--- src/rtl/vector_csel_adder_pipe.sv ---
// vector_csel_adder_pipe: two-stage pipelined carry-select adder with a
// per-transaction lane split (1 x W, 2 x W/2 or 4 x W/4), a carry-in and a
// carry-out per lane, and valid/ready handshakes on both sides.
// Stage 1 precomputes each block's sum for carry 0 and carry 1. Stage 2
// resolves the block carry chain, cutting it at lane boundaries.
// Optional feature macro: VECTOR_CSEL_ADDER_OVF_EN adds a per-lane signed
// overflow output that is registered alongside sum.
module vector_csel_adder_pipe #(
  parameter int ADDER_WIDTH = 32,
  parameter int BLOCK_WIDTH = 4
) (
  input  logic                   clk,
  input  logic                   rst,
  input  logic                   in_valid,
  output logic                   in_ready,
  input  logic [1:0]             mode,
  input  logic [ADDER_WIDTH-1:0] operand_a,
  input  logic [ADDER_WIDTH-1:0] operand_b,
  input  logic [3:0]             carry_in,
  output logic                   out_valid,
  input  logic                   out_ready,
  output logic [ADDER_WIDTH-1:0] sum,
  output logic [3:0]             carry_out
`ifdef VECTOR_CSEL_ADDER_OVF_EN
  ,
  output logic [3:0]             overflow
`endif
);

  localparam int NB = ADDER_WIDTH / BLOCK_WIDTH;  // blocks in the full word
  localparam int HB = NB / 2;                     // blocks per half lane
  localparam int QB = NB / 4;                     // blocks per quarter lane

  // Stage 1 registers
  logic                                s1_valid;
  logic [1:0]                          s1_mode;
  logic [3:0]                          s1_cin;
  logic [NB-1:0][BLOCK_WIDTH-1:0]      s1_sum0;
  logic [NB-1:0][BLOCK_WIDTH-1:0]      s1_sum1;
  logic [NB-1:0]                       s1_c0;
  logic [NB-1:0]                       s1_c1;

  // Stage 1 inputs precomputed per block
  logic [NB-1:0][BLOCK_WIDTH-1:0]      pre_sum0;
  logic [NB-1:0][BLOCK_WIDTH-1:0]      pre_sum1;
  logic [NB-1:0]                       pre_c0;
  logic [NB-1:0]                       pre_c1;

  // Stage 2 resolved values
  logic [ADDER_WIDTH-1:0]              res_sum;
  logic [3:0]                          res_cout;

  logic s2_load;
  logic s1_load;

`ifdef VECTOR_CSEL_ADDER_OVF_EN
  // MSB propagate bit per block; with the selected sum bit it recovers the
  // carry into the MSB without keeping the operands around.
  logic [NB-1:0] pre_pmsb;
  logic [NB-1:0] s1_pmsb;
  logic [3:0]    res_ovf;
`endif

  assign s2_load  = !out_valid || out_ready;
  assign s1_load  = !s1_valid || s2_load;
  assign in_ready = s1_load;

  // Per-block sums for both possible incoming carries
  always_comb begin
    pre_sum0 = '0;
    pre_sum1 = '0;
    pre_c0   = '0;
    pre_c1   = '0;
`ifdef VECTOR_CSEL_ADDER_OVF_EN
    pre_pmsb = '0;
`endif
    for (int j = 0; j < NB; j++) begin
      {pre_c0[j], pre_sum0[j]} = {1'b0, operand_a[j*BLOCK_WIDTH +: BLOCK_WIDTH]}
                               + {1'b0, operand_b[j*BLOCK_WIDTH +: BLOCK_WIDTH]};
      {pre_c1[j], pre_sum1[j]} = {1'b0, operand_a[j*BLOCK_WIDTH +: BLOCK_WIDTH]}
                               + {1'b0, operand_b[j*BLOCK_WIDTH +: BLOCK_WIDTH]}
                               + (BLOCK_WIDTH+1)'(1);
`ifdef VECTOR_CSEL_ADDER_OVF_EN
      pre_pmsb[j] = operand_a[j*BLOCK_WIDTH + BLOCK_WIDTH - 1]
                  ^ operand_b[j*BLOCK_WIDTH + BLOCK_WIDTH - 1];
`endif
    end
  end

  // Stage 1 register: capture precomputed blocks with their mode and carries
  always_ff @(posedge clk) begin
    if (rst) begin
      s1_valid <= 1'b0;
      s1_mode  <= '0;
      s1_cin   <= '0;
      s1_sum0  <= '0;
      s1_sum1  <= '0;
      s1_c0    <= '0;
      s1_c1    <= '0;
`ifdef VECTOR_CSEL_ADDER_OVF_EN
      s1_pmsb  <= '0;
`endif
    end else if (s1_load) begin
      s1_valid <= in_valid;
      if (in_valid) begin
        s1_mode <= mode;
        s1_cin  <= carry_in;
        s1_sum0 <= pre_sum0;
        s1_sum1 <= pre_sum1;
        s1_c0   <= pre_c0;
        s1_c1   <= pre_c1;
`ifdef VECTOR_CSEL_ADDER_OVF_EN
        s1_pmsb <= pre_pmsb;
`endif
      end
    end
  end

  // Serial block carry chain, restarted from the lane carry-in at each lane start
  always_comb begin
    int         lb;
    logic [1:0] lane;
    logic       c;
    logic       cn;
    lb       = NB;
    lane     = 2'd0;
    c        = 1'b0;
    cn       = 1'b0;
    res_sum  = '0;
    res_cout = '0;
`ifdef VECTOR_CSEL_ADDER_OVF_EN
    res_ovf  = '0;
`endif
    for (int j = 0; j < NB; j++) begin
      case (s1_mode)
        2'b01:   begin lb = HB; lane = 2'(j / HB); end
        2'b10:   begin lb = QB; lane = 2'(j / QB); end
        default: begin lb = NB; lane = 2'd0;       end
      endcase
      if (j % lb == 0) c = s1_cin[lane];
      res_sum[j*BLOCK_WIDTH +: BLOCK_WIDTH] = c ? s1_sum1[j] : s1_sum0[j];
      cn = c ? s1_c1[j] : s1_c0[j];
      if (j % lb == lb - 1) begin
        res_cout[lane] = cn;
`ifdef VECTOR_CSEL_ADDER_OVF_EN
        res_ovf[lane] = s1_pmsb[j] ^ res_sum[j*BLOCK_WIDTH + BLOCK_WIDTH - 1] ^ cn;
`endif
      end
      c = cn;
    end
  end

  // Stage 2 register: output holds while the consumer stalls
  always_ff @(posedge clk) begin
    if (rst) begin
      out_valid <= 1'b0;
      sum       <= '0;
      carry_out <= '0;
`ifdef VECTOR_CSEL_ADDER_OVF_EN
      overflow  <= '0;
`endif
    end else if (s2_load) begin
      out_valid <= s1_valid;
      if (s1_valid) begin
        sum       <= res_sum;
        carry_out <= res_cout;
`ifdef VECTOR_CSEL_ADDER_OVF_EN
        overflow  <= res_ovf;
`endif
      end
    end
  end

endmodule

--- config.mk ---
export PLATFORM = sky130hd
export DESIGN_NAME = vector_csel_adder_pipe
export DESIGN_NICKNAME = d
export VERILOG_FILES = /design/src/rtl/vector_csel_adder_pipe.sv
export SDC_FILE = /design/constraint.sdc
export NUM_CORES = 1
export LEC_CHECK = 0
export CAP_MARGIN = 20
export CELL_PAD_IN_SITES_DETAIL_PLACEMENT = 1
export CELL_PAD_IN_SITES_GLOBAL_PLACEMENT = 1
export CORE_ASPECT_RATIO = 0.8
export CORE_MARGIN = 4
export CORE_UTILIZATION = 40
export DETAILED_ROUTE_END_ITERATION = 8
export PLACE_DENSITY_LB_ADDON = 0.1
export SYNTH_ARGS = -nofsm -noshare
export SYNTH_HDL_FRONTEND = slang
export SYNTH_SLANG_ARGS = --single-unit
--- constraint.sdc ---
create_clock -name clk -period 5 [get_ports clk]
set_clock_uncertainty 0.2 [all_clocks]
set_input_delay 1 -clock clk [delete_from_list [all_inputs] [get_ports clk]]
set_output_delay 1 -clock clk [all_outputs]
set_load 0.05 [all_outputs]
==> metrics.log <==
[metrics] Max rail drop VDD: about 220 µV
[metrics] Starting Density: 41.14%
[metrics] Setup TNS: 0 ns
[metrics] number of DRC markers after the initial detailed-route iteration: roughly 250
[metrics] unrepaired setup endpoints after global routing: no
[metrics] number of detailed-routing iterations run before antenna repair: 5
[metrics] Netlist cell types: 47
[metrics] Leak: between 3 and 4 nW
[metrics] Post-CTS Repair Setup Buffers: 0
[metrics] area fraction of the dominant cell type after synthesis: 39.92%
[metrics] fin crit period: 4.306 ns
[metrics] total detailed-routing wirelength: between 15 and 20 mm
[metrics] result of the run: completed
[metrics] arrival time of the worst setup path: 4.38 ns
[metrics] Synth Cell Area: approximately 6200 µm²
[metrics] floorplan die width: 147.4 µm
[metrics] total clock buffers created by CTS: 17
[metrics] final slew viol count: 0
[metrics] post-detail-place hpwl: 12.24 mm
[metrics] Worst-Skew Late Latency: around 0.42 ns
[metrics] DRC violations left: 0
[metrics] Final Hold Fails: 0
[metrics] antenna violations before repair: 0
[metrics] routed via count divided by cell count: between 5 and 6
[metrics] I/O Pins: 112
[metrics] fraction of registers with async set or reset after synthesis: 0%
[metrics] cell depth of the worst min-delay path: 2
[metrics] proportion of layout cells with a drive suffix above 1: between 6 and 7%
[metrics] # diodes: 0
[metrics] Layout Area Growth over Synthesis: 29.20%
[metrics] layout filler cell count: 1745
[metrics] vias in the first global route: 5856
[metrics] worst-case headroom to the max-slew limit: ~34%
[metrics] number of H-tree levels: 4
[metrics] top flip-flop cell by instance count after synthesis: sky130_fd_sc_hd__dfxtp_1
[metrics] wire per inst: roughly 16 µm
[metrics] number of placement rows: 40
[metrics] residual overflow from global routing: 0
[metrics] most area-hungry cell type in the Yosys netlist: sky130_fd_sc_hd__dfxtp_1
[metrics] floorplan die height: about 120 µm
[metrics] number of storage elements in the synthesis netlist: 124
[metrics] routability congestion estimate: between 0.8 and 0.9
[metrics] CTS max path bufs: 2
[metrics] Hold Crit Class: reg2reg
[metrics] area of the die: 17620 µm²
[metrics] number of buffer cells added on primary ports: between 100 and 150
[metrics] FF/Latch Area: 2482 µm²
[metrics] register-to-register setup slack: 0.69 ns
[metrics] Root Driver: sky130_fd_sc_hd__clkbuf_16
[metrics] multi-input gate area in the final layout: 3568 µm²
[metrics] synthesis warning total: 0
[metrics] final antenna-violating net count: 0
[metrics] critical path class: reg2reg
[metrics] CP required: 5.08 ns
[metrics] mean instance size in the synthesized netlist: just under 9 µm²
[metrics] pin count of the biggest net entering global routing: 98
[metrics] Synth area leaders: sky130_fd_sc_hd__dfxtp_1 (40%), sky130_fd_sc_hd__ha_1 (8.9%), sky130_fd_sc_hd__a21oi_1 (6.9%)
[metrics] clock sink count: 124
[metrics] commonest cells after routing, fill and taps aside: sky130_fd_sc_hd__dfxtp_1 (124), sky130_fd_sc_hd__clkdlybuf4s50_1 (110), sky130_fd_sc_hd__nand2_1 (104), sky130_fd_sc_hd__nor2_1 (94), sky130_fd_sc_hd__a21oi_1 (86)
[metrics] area of the placeable core: 15110 µm²
[metrics] final total power: around 3 mW
[metrics] power per unit of standard cell area: 366.9 nW/µm²
[metrics] Final setup violation count: 0
[metrics] end-of-flow core utilization: a little over half
[metrics] aggregate global-route resource usage: 19.96%
[metrics] crit end category: flip-flop
[metrics] total via count after detailed routing: 5410
[metrics] Post-Layout Inst Area: 8034 µm²
[metrics] wire length of the first global-routing pass: 28.61 mm
[metrics] Post-DP Area: between 7000 and 8000 µm²
[metrics] count of flip-flops with a built-in enable after synthesis: 0
[metrics] Worst Max-Slew Pin Slew: 0.9883 ns
[metrics] sequential area share after synthesis: 39.92%
[metrics] worst-path fanout max: 8
[metrics] number of nets in the final layout: 936
[metrics] R2R cell count: 10
[metrics] max-cap viol count: 0
[metrics] startpoint type of the worst setup path: flip-flop
[metrics] Resized Gates After CTS: 0
[metrics] clock-pin slew on the worst setup and hold paths: 0.05 ns
[metrics] post-layout worst setup margin: 0.6943 ns
[metrics] CTS tree: built
[metrics] most common cell after layout, fill and taps aside: sky130_fd_sc_hd__dfxtp_1
[metrics] post-synthesis net count: about 840
[metrics] count of hold-fix buffers inserted at cts: 0
[metrics] number of cells produced by synthesis: roughly 720
[metrics] maximum clock frequency: approximately 230 MHz
[metrics] worst slack at placement: 0.7496 ns
[metrics] final clock period utilization by the worst path: approximately 86%
==> synthesized netlist by cell type, types with 2 or more instances <==
master and number:
sky130_fd_sc_hd__nand3_1 21, sky130_fd_sc_hd__nand2_1 105, sky130_fd_sc_hd__xnor2_1 8, sky130_fd_sc_hd__a31o_2 3
sky130_fd_sc_hd__xor2_1 24, sky130_fd_sc_hd__and3_1 2, sky130_fd_sc_hd__inv_1 4, sky130_fd_sc_hd__nand2b_1 2
sky130_fd_sc_hd__buf_1 2, sky130_fd_sc_hd__a21oi_1 86, sky130_fd_sc_hd__nor3_1 10, sky130_fd_sc_hd__o21ai_0 14
sky130_fd_sc_hd__and2_1 3, sky130_fd_sc_hd__nor2b_1 3, sky130_fd_sc_hd__a22oi_1 2, sky130_fd_sc_hd__dfxtp_1 124
sky130_fd_sc_hd__mux2i_1 32, sky130_fd_sc_hd__ha_1 44, sky130_fd_sc_hd__a311oi_1 4, sky130_fd_sc_hd__a21o_1 16
sky130_fd_sc_hd__nor2_1 94, sky130_fd_sc_hd__fa_1 8, sky130_fd_sc_hd__a211oi_1 44, sky130_fd_sc_hd__clkbuf_1 39
==> report_power, final <==
part	switching, mW	leakage (nW)	internal (mW)
combinational	0.376	1.96	0.272
clock	0.423	0.283	0.749
sequential	0.0525	1.02	1.08
total	0.851	3.27	2.10
==> stage by stage <==
step / hold slack (ns) / cells
after CTS: 0.2540 / 1032
final: 0.2545 / 1032
after global placement: 0.2413 / 1001
after floorplan: 0.2281 / 717
after detailed placement: 0.2468 / 1001
after global routing: 0.2785 / 1032
==> cell type report <==
cell class | instances | area share (%)
Sequential cell | 124 | 30.90
Timing Repair Buffer | 116 | 14.27
Tap cell | 210 | 3.271
Clock inverter | 9 | 1.184
Multi-Input combinational cell | 547 | 44.42
Clock buffer | 22 | 5.778
Inverter | 4 | 0.1869
==> worst max-delay path, cell delays in order (launching register included) <==
cell                        delay, ns
sky130_fd_sc_hd__dfxtp_1         0.62
sky130_fd_sc_hd__mux2i_4         0.52
sky130_fd_sc_hd__mux2i_1         0.33
sky130_fd_sc_hd__nand3_1         0.30
sky130_fd_sc_hd__a31o_1          0.32
sky130_fd_sc_hd__o21ai_2         0.41
sky130_fd_sc_hd__a2111oi_2       0.17
sky130_fd_sc_hd__a211oi_4        0.39
sky130_fd_sc_hd__mux2_4          0.40
sky130_fd_sc_hd__mux2i_2         0.34
sky130_fd_sc_hd__o22ai_1         0.15
==> path summary, 6_finish.rpt <==
kind,to,from
setup / recovery,carry_out[3]$_SDFFE_PP0P_,s1_cin[0]$_SDFFE_PP0P_
hold / removal,s1_sum0[17]$_SDFFE_PP0P_,s1_sum0[17]$_SDFFE_PP0P_
setup reg to reg,carry_out[3]$_SDFFE_PP0P_,s1_cin[0]$_SDFFE_PP0P_
hold reg to reg,s1_sum0[17]$_SDFFE_PP0P_,s1_sum0[17]$_SDFFE_PP0P_
==> per-layer routing <==
metal	vias up	share of wire, %	GRT usage (%)
met1	2596	45	24.44
met2	98	50	34.75
met3	22	4.0	5.134
met5	-	0	0
li1	2694	-	-
met4	0	1.0	5.763
==> state kept, by name (all words and copies together), names as in the netlist <==
register and cells:
s1_cin 4, s1_c0 8, s1_sum0 32, out_valid 1, s1_c1 8, carry_out 4, s1_mode 2, sum 32
s1_sum1 32, s1_valid 1
==> kinds of logic after synthesis <==
logic type	Yosys count	synth area share (%)
simple gates	243	15.88
fa+ha+maj	52	11.43
flops	124	39.92
compound gates	183	18.79
buf+inv	46	2.897
xor+xnor	32	4.507
mux	37	6.579
Note: power is estimated with default switching activity, not from simulation.
==> edit 1: new RTL, config.mk and constraints unchanged <==
Register the input `mode` before use. The logic sees it one clock later. The other inputs are not delayed to match.
--- a/src/rtl/vector_csel_adder_pipe.sv
+++ b/src/rtl/vector_csel_adder_pipe.sv
@@ -30,6 +30,12 @@
   localparam int NB = ADDER_WIDTH / BLOCK_WIDTH;  // blocks in the full word
   localparam int HB = NB / 2;                     // blocks per half lane
   localparam int QB = NB / 4;                     // blocks per quarter lane
+
+  logic [1:0] mode_q;
+
+  always_ff @(posedge clk) begin
+    mode_q <= mode;
+  end
 
   // Stage 1 registers
   logic                                s1_valid;
@@ -103,7 +109,7 @@
     end else if (s1_load) begin
       s1_valid <= in_valid;
       if (in_valid) begin
-        s1_mode <= mode;
+        s1_mode <= mode_q;
         s1_cin  <= carry_in;
         s1_sum0 <= pre_sum0;
         s1_sum1 <= pre_sum1;
Formal check against the unedited RTL: not equivalent (a bounded check fails within 4 cycles, from zero or initial values and one cycle with rst high).
==> edit 1 against the unedited design <==
Via count up 1.0%; non-clock buffer count shrank 1; clock power is 19% higher; routed wire length grew 2.0%; hold slack worse by 7.3 ps; final area increased by 2.4%; combinational power is 0.8% higher; die area increased by 2.4%; sequential cell count grew 2; final cell count rose by 0.78%; setup slack better by 390 ps; power is 8.0% higher; area after synthesis grew 2.5%; largest power group unchanged.
==> edit 1: results (changes against the unedited design) <==
drt_iter0_drc: 226  # -10%
met2_usage: 0.324  # -0.0237
fin_nets: 943  # +0.75%
place.gp.congestion: 0.784  # -4.6%
seqPwrFrac: 0.359  # -0.024
status: "finished clean"
dr_wl_met2_um: 8080  # -3.2%
use_met3: 0.0452  # -0.00616
syn_inst: 729  # +1.7%
min_from: "mode_q[1]"
critPathMaxFanout: 5  # -3
place_inst: 1008  # +0.70%
viasPerCell: 5.25  # +0.24%
dp_hpwl_um: 12000  # -2.1%
ys_types: 49  # +4.3%
m1WireLength_um: 8260  # +8.6%
ys_seq_area_frac: 0.396  # -0.00351
grt_usage: 0.195  # -0.00466
met3_length_um: 661  # -0.45%
first_pass_iters: 6  # +1
synth_area_leaders: "dfxtp_1 40%, ha_1 8.6%, a21oi_1 6.7%"
routed_wl_um: 17100  # +2.0%
synth-adder-area-share: 0.111  # -0.00280
max_slew.worst_pin.slew_ps: 1020  # +36.4 ps
crit_start: "out_ready"
num_vias: 5465  # +1.0%
synthXorXnorAreaFrac: 0.0440  # -0.00111
placed_area_um2: 7560  # +1.1%
cp_data_arrival_time_ps: 2720  # -1660 ps
p_clk_mw: 1.39  # +19%
pre_cts_slack_ps: 1070  # +321 ps
p_sw_uw: 884  # +3.8%
drive_gt1_frac: 0.0590  # -0.00544
synth.mux.area_fraction: 0.0669  # +0.00113
max_stage_delay_ps: 740  # +120 ps
use_met1: 0.255  # +0.0103
[edit 1: cell types whose count changed after synthesis, moves of 2 or more]
cell and change:
nand2_1 +4, a311oi_1 +3, a31o_2 -3, a31oi_1 +2, and3_1 -2, buf_6 +2
clkbuf_8 +2, dfxtp_1 +2, inv_1 +2, mux2i_1 +2, nand4_1 +2, nor2_1 -2
o2111a_1 +2
[edit 1: worst paths after layout]
| kind | endpoint | slack, ps | depth (start not counted) |
|---|---|---|---|
| setup / recovery | in_ready | 1080 | 4 |
| hold / removal | s1_mode[1] | 250 | 2 |
| setup reg to reg | carry_out[0] | 1320 | 9 |
| hold reg to reg | s1_mode[1] | 250 | 2 |
[edit 1: area by class of cell]
type                       count  area, µm²
clock buffer                  22        484
clock inverter                10        183
inverter                       6       22.5
fill                        1764       7090
multi-input combinational    551       3610
timing repair buffer         115       1140
tap                          210        263
sequential                   126       2520
==> edit 2: new RTL, same settings <==
Made on the original files. Add a define of `VECTOR_CSEL_ADDER_OVF_EN`.
--- a/src/rtl/vector_csel_adder_pipe.sv
+++ b/src/rtl/vector_csel_adder_pipe.sv
@@ -5,6 +5,8 @@
 // resolves the block carry chain, cutting it at lane boundaries.
 // Optional feature macro: VECTOR_CSEL_ADDER_OVF_EN adds a per-lane signed
 // overflow output that is registered alongside sum.
+`define VECTOR_CSEL_ADDER_OVF_EN
+
 module vector_csel_adder_pipe #(
   parameter int ADDER_WIDTH = 32,
   parameter int BLOCK_WIDTH = 4
Function (old outputs only; new: overflow): kept (Yosys induction, for registers that start in step).
==> edit 2 against the unedited design <==
Sequential share of layout area down 1.2 points; setup slack better by 92 ps; area after synthesis up 12%; sequential power up 7%; count of clock-buffer cells in the layout down 2; hold slack better by 1.5 ps; utilization down 0.16 points; final area up 11%; routed wire length up 21%; sequential cell count up 8; global-route usage up 1.0 points; power up 12%.
==> edit 2: results (changes against the unedited design) <==
use_met3: 0.0446  # -0.00676
synth_area_leaders: "dfxtp_1 38%, ha_1 7.9%, nand2_1 7.0%"
use_met1: 0.294  # +0.0493
power_density_nw_per_um2: 370  # +0.82%
powerComb_uw: 743  # +15%
met2_usage: 0.333  # -0.0144
ys_seq_area_frac: 0.378  # -0.0211
rrSetupSlack_ps: 790  # +90 ps
grt_usage: 0.210  # +0.0103
ys_types: 52  # +11%
syn_avg_cell_area_um2: 8.62  # -0.63%
num_vias: 6210  # +15%
critPathMaxFanout: 12  # +4
ff2ff_path_depth: 9  # -1
min_from: "s1_sum0[0]"
cp_data_arrival_time_ps: 4320  # -60 ps
switching_share: 0.299  # +0.0104
max_slew.worst_pin.slew_ps: 731  # -257 ps
drt-wirelength-per-cell_um: 18.0  # +10%
peakVddDrop_mv: 0.210  # -4.8%
io_buffers: 115  # +3.6%
place.gp.congestion: 0.817  # -0.49%
status: "finished clean"
holdWs_ps: 256  # +1.48 ps
routed_wl_um: 20300  # +21%
fin_nets: 1026  # +9.6%
r2r-end: "carry_out[1]"
hold_end: "s1_sum0[0]"
first_pass_iters: 4  # -1
placed_area_um2: 8280  # +11%
n_fill_cell: 1954  # +12%
pre_cts_slack_ps: 765  # +15.1 ps
grt_pass1_vias: 6580  # +12%
grt_pass1_wl_um: 33700  # +18%
p_seq_mw: 1.21  # +7%
syn_nets: 937  # +11%
stdcell_area_um2: 8910  # +11%
leakagePower_nw: 3.52  # +7.8%
netlist_top_cells_count: "132 x dfxtp_1, 131 x nand2_1, 90 x nor2_1"
## edit 2: changes by cell type in the layout (fill, tap and decap cells not counted), moves of 6 or more
cell	change
nand2_1	+26
mux2i_1	+9
dfxtp_1	+8
nor3_1	+6
o2111ai_1	+6
xor2_1	+6
## edit 2: worst register-to-register path, stage by stage (launching register included)
cell	delay, ps
dfxtp_1	630
mux2i_4	510
mux2i_1	340
nand3_1	350
a21bo_2	350
nand2_4	230
mux2i_4	520
mux2i_1	510
a221oi_1	150
a211o_1	300
## edit 2: cells by family (layout without fill, tap and decap cells)
family	after synthesis	in the layout	share of synthesized area
AOI/OAI and AO/OA	201	201	0.190
xor gates and xnor gates	43	43	0.0539
adders and majority gates	52	52	0.102
buffers and inverters	57	159	0.0338
DFF	132	132	0.378
muxes	49	49	0.0802
and+or+nand+nor	277	277	0.162
## edit 2: area by class of cell
| type | count | share of cell area |
|---|---|---|
| clock inverter | 12 | 0.0201 |
| multi-input combinational | 622 | 0.462 |
| sequential | 132 | 0.297 |
| tap | 220 | 0.0309 |
| clock buffer | 20 | 0.0512 |
| timing repair buffer | 120 | 0.136 |
| inverter | 7 | 0.00295 |
## edit 2: metal layers
metal / up-vias / wire, µm
met5: - / 0
met4: 0 / 182
met3: 18 / 760
met2: 104 / 9480
met1: 3055 / 9930
li1: 3033 / -
## edit 2: worst max-delay path by stage
stage                         start            to  slack, ps  cells past startpoint
after floorplan           s1_cin[0]  carry_out[1]       1660                     11
after detailed placement  s1_cin[0]  carry_out[1]        760                      9
final                     s1_cin[0]  carry_out[1]        790                      9
after CTS                 s1_cin[0]  carry_out[1]        750                      9
after global routing      s1_cin[0]  carry_out[1]        500                      9
after global placement    s1_cin[0]  carry_out[1]       1020                      9
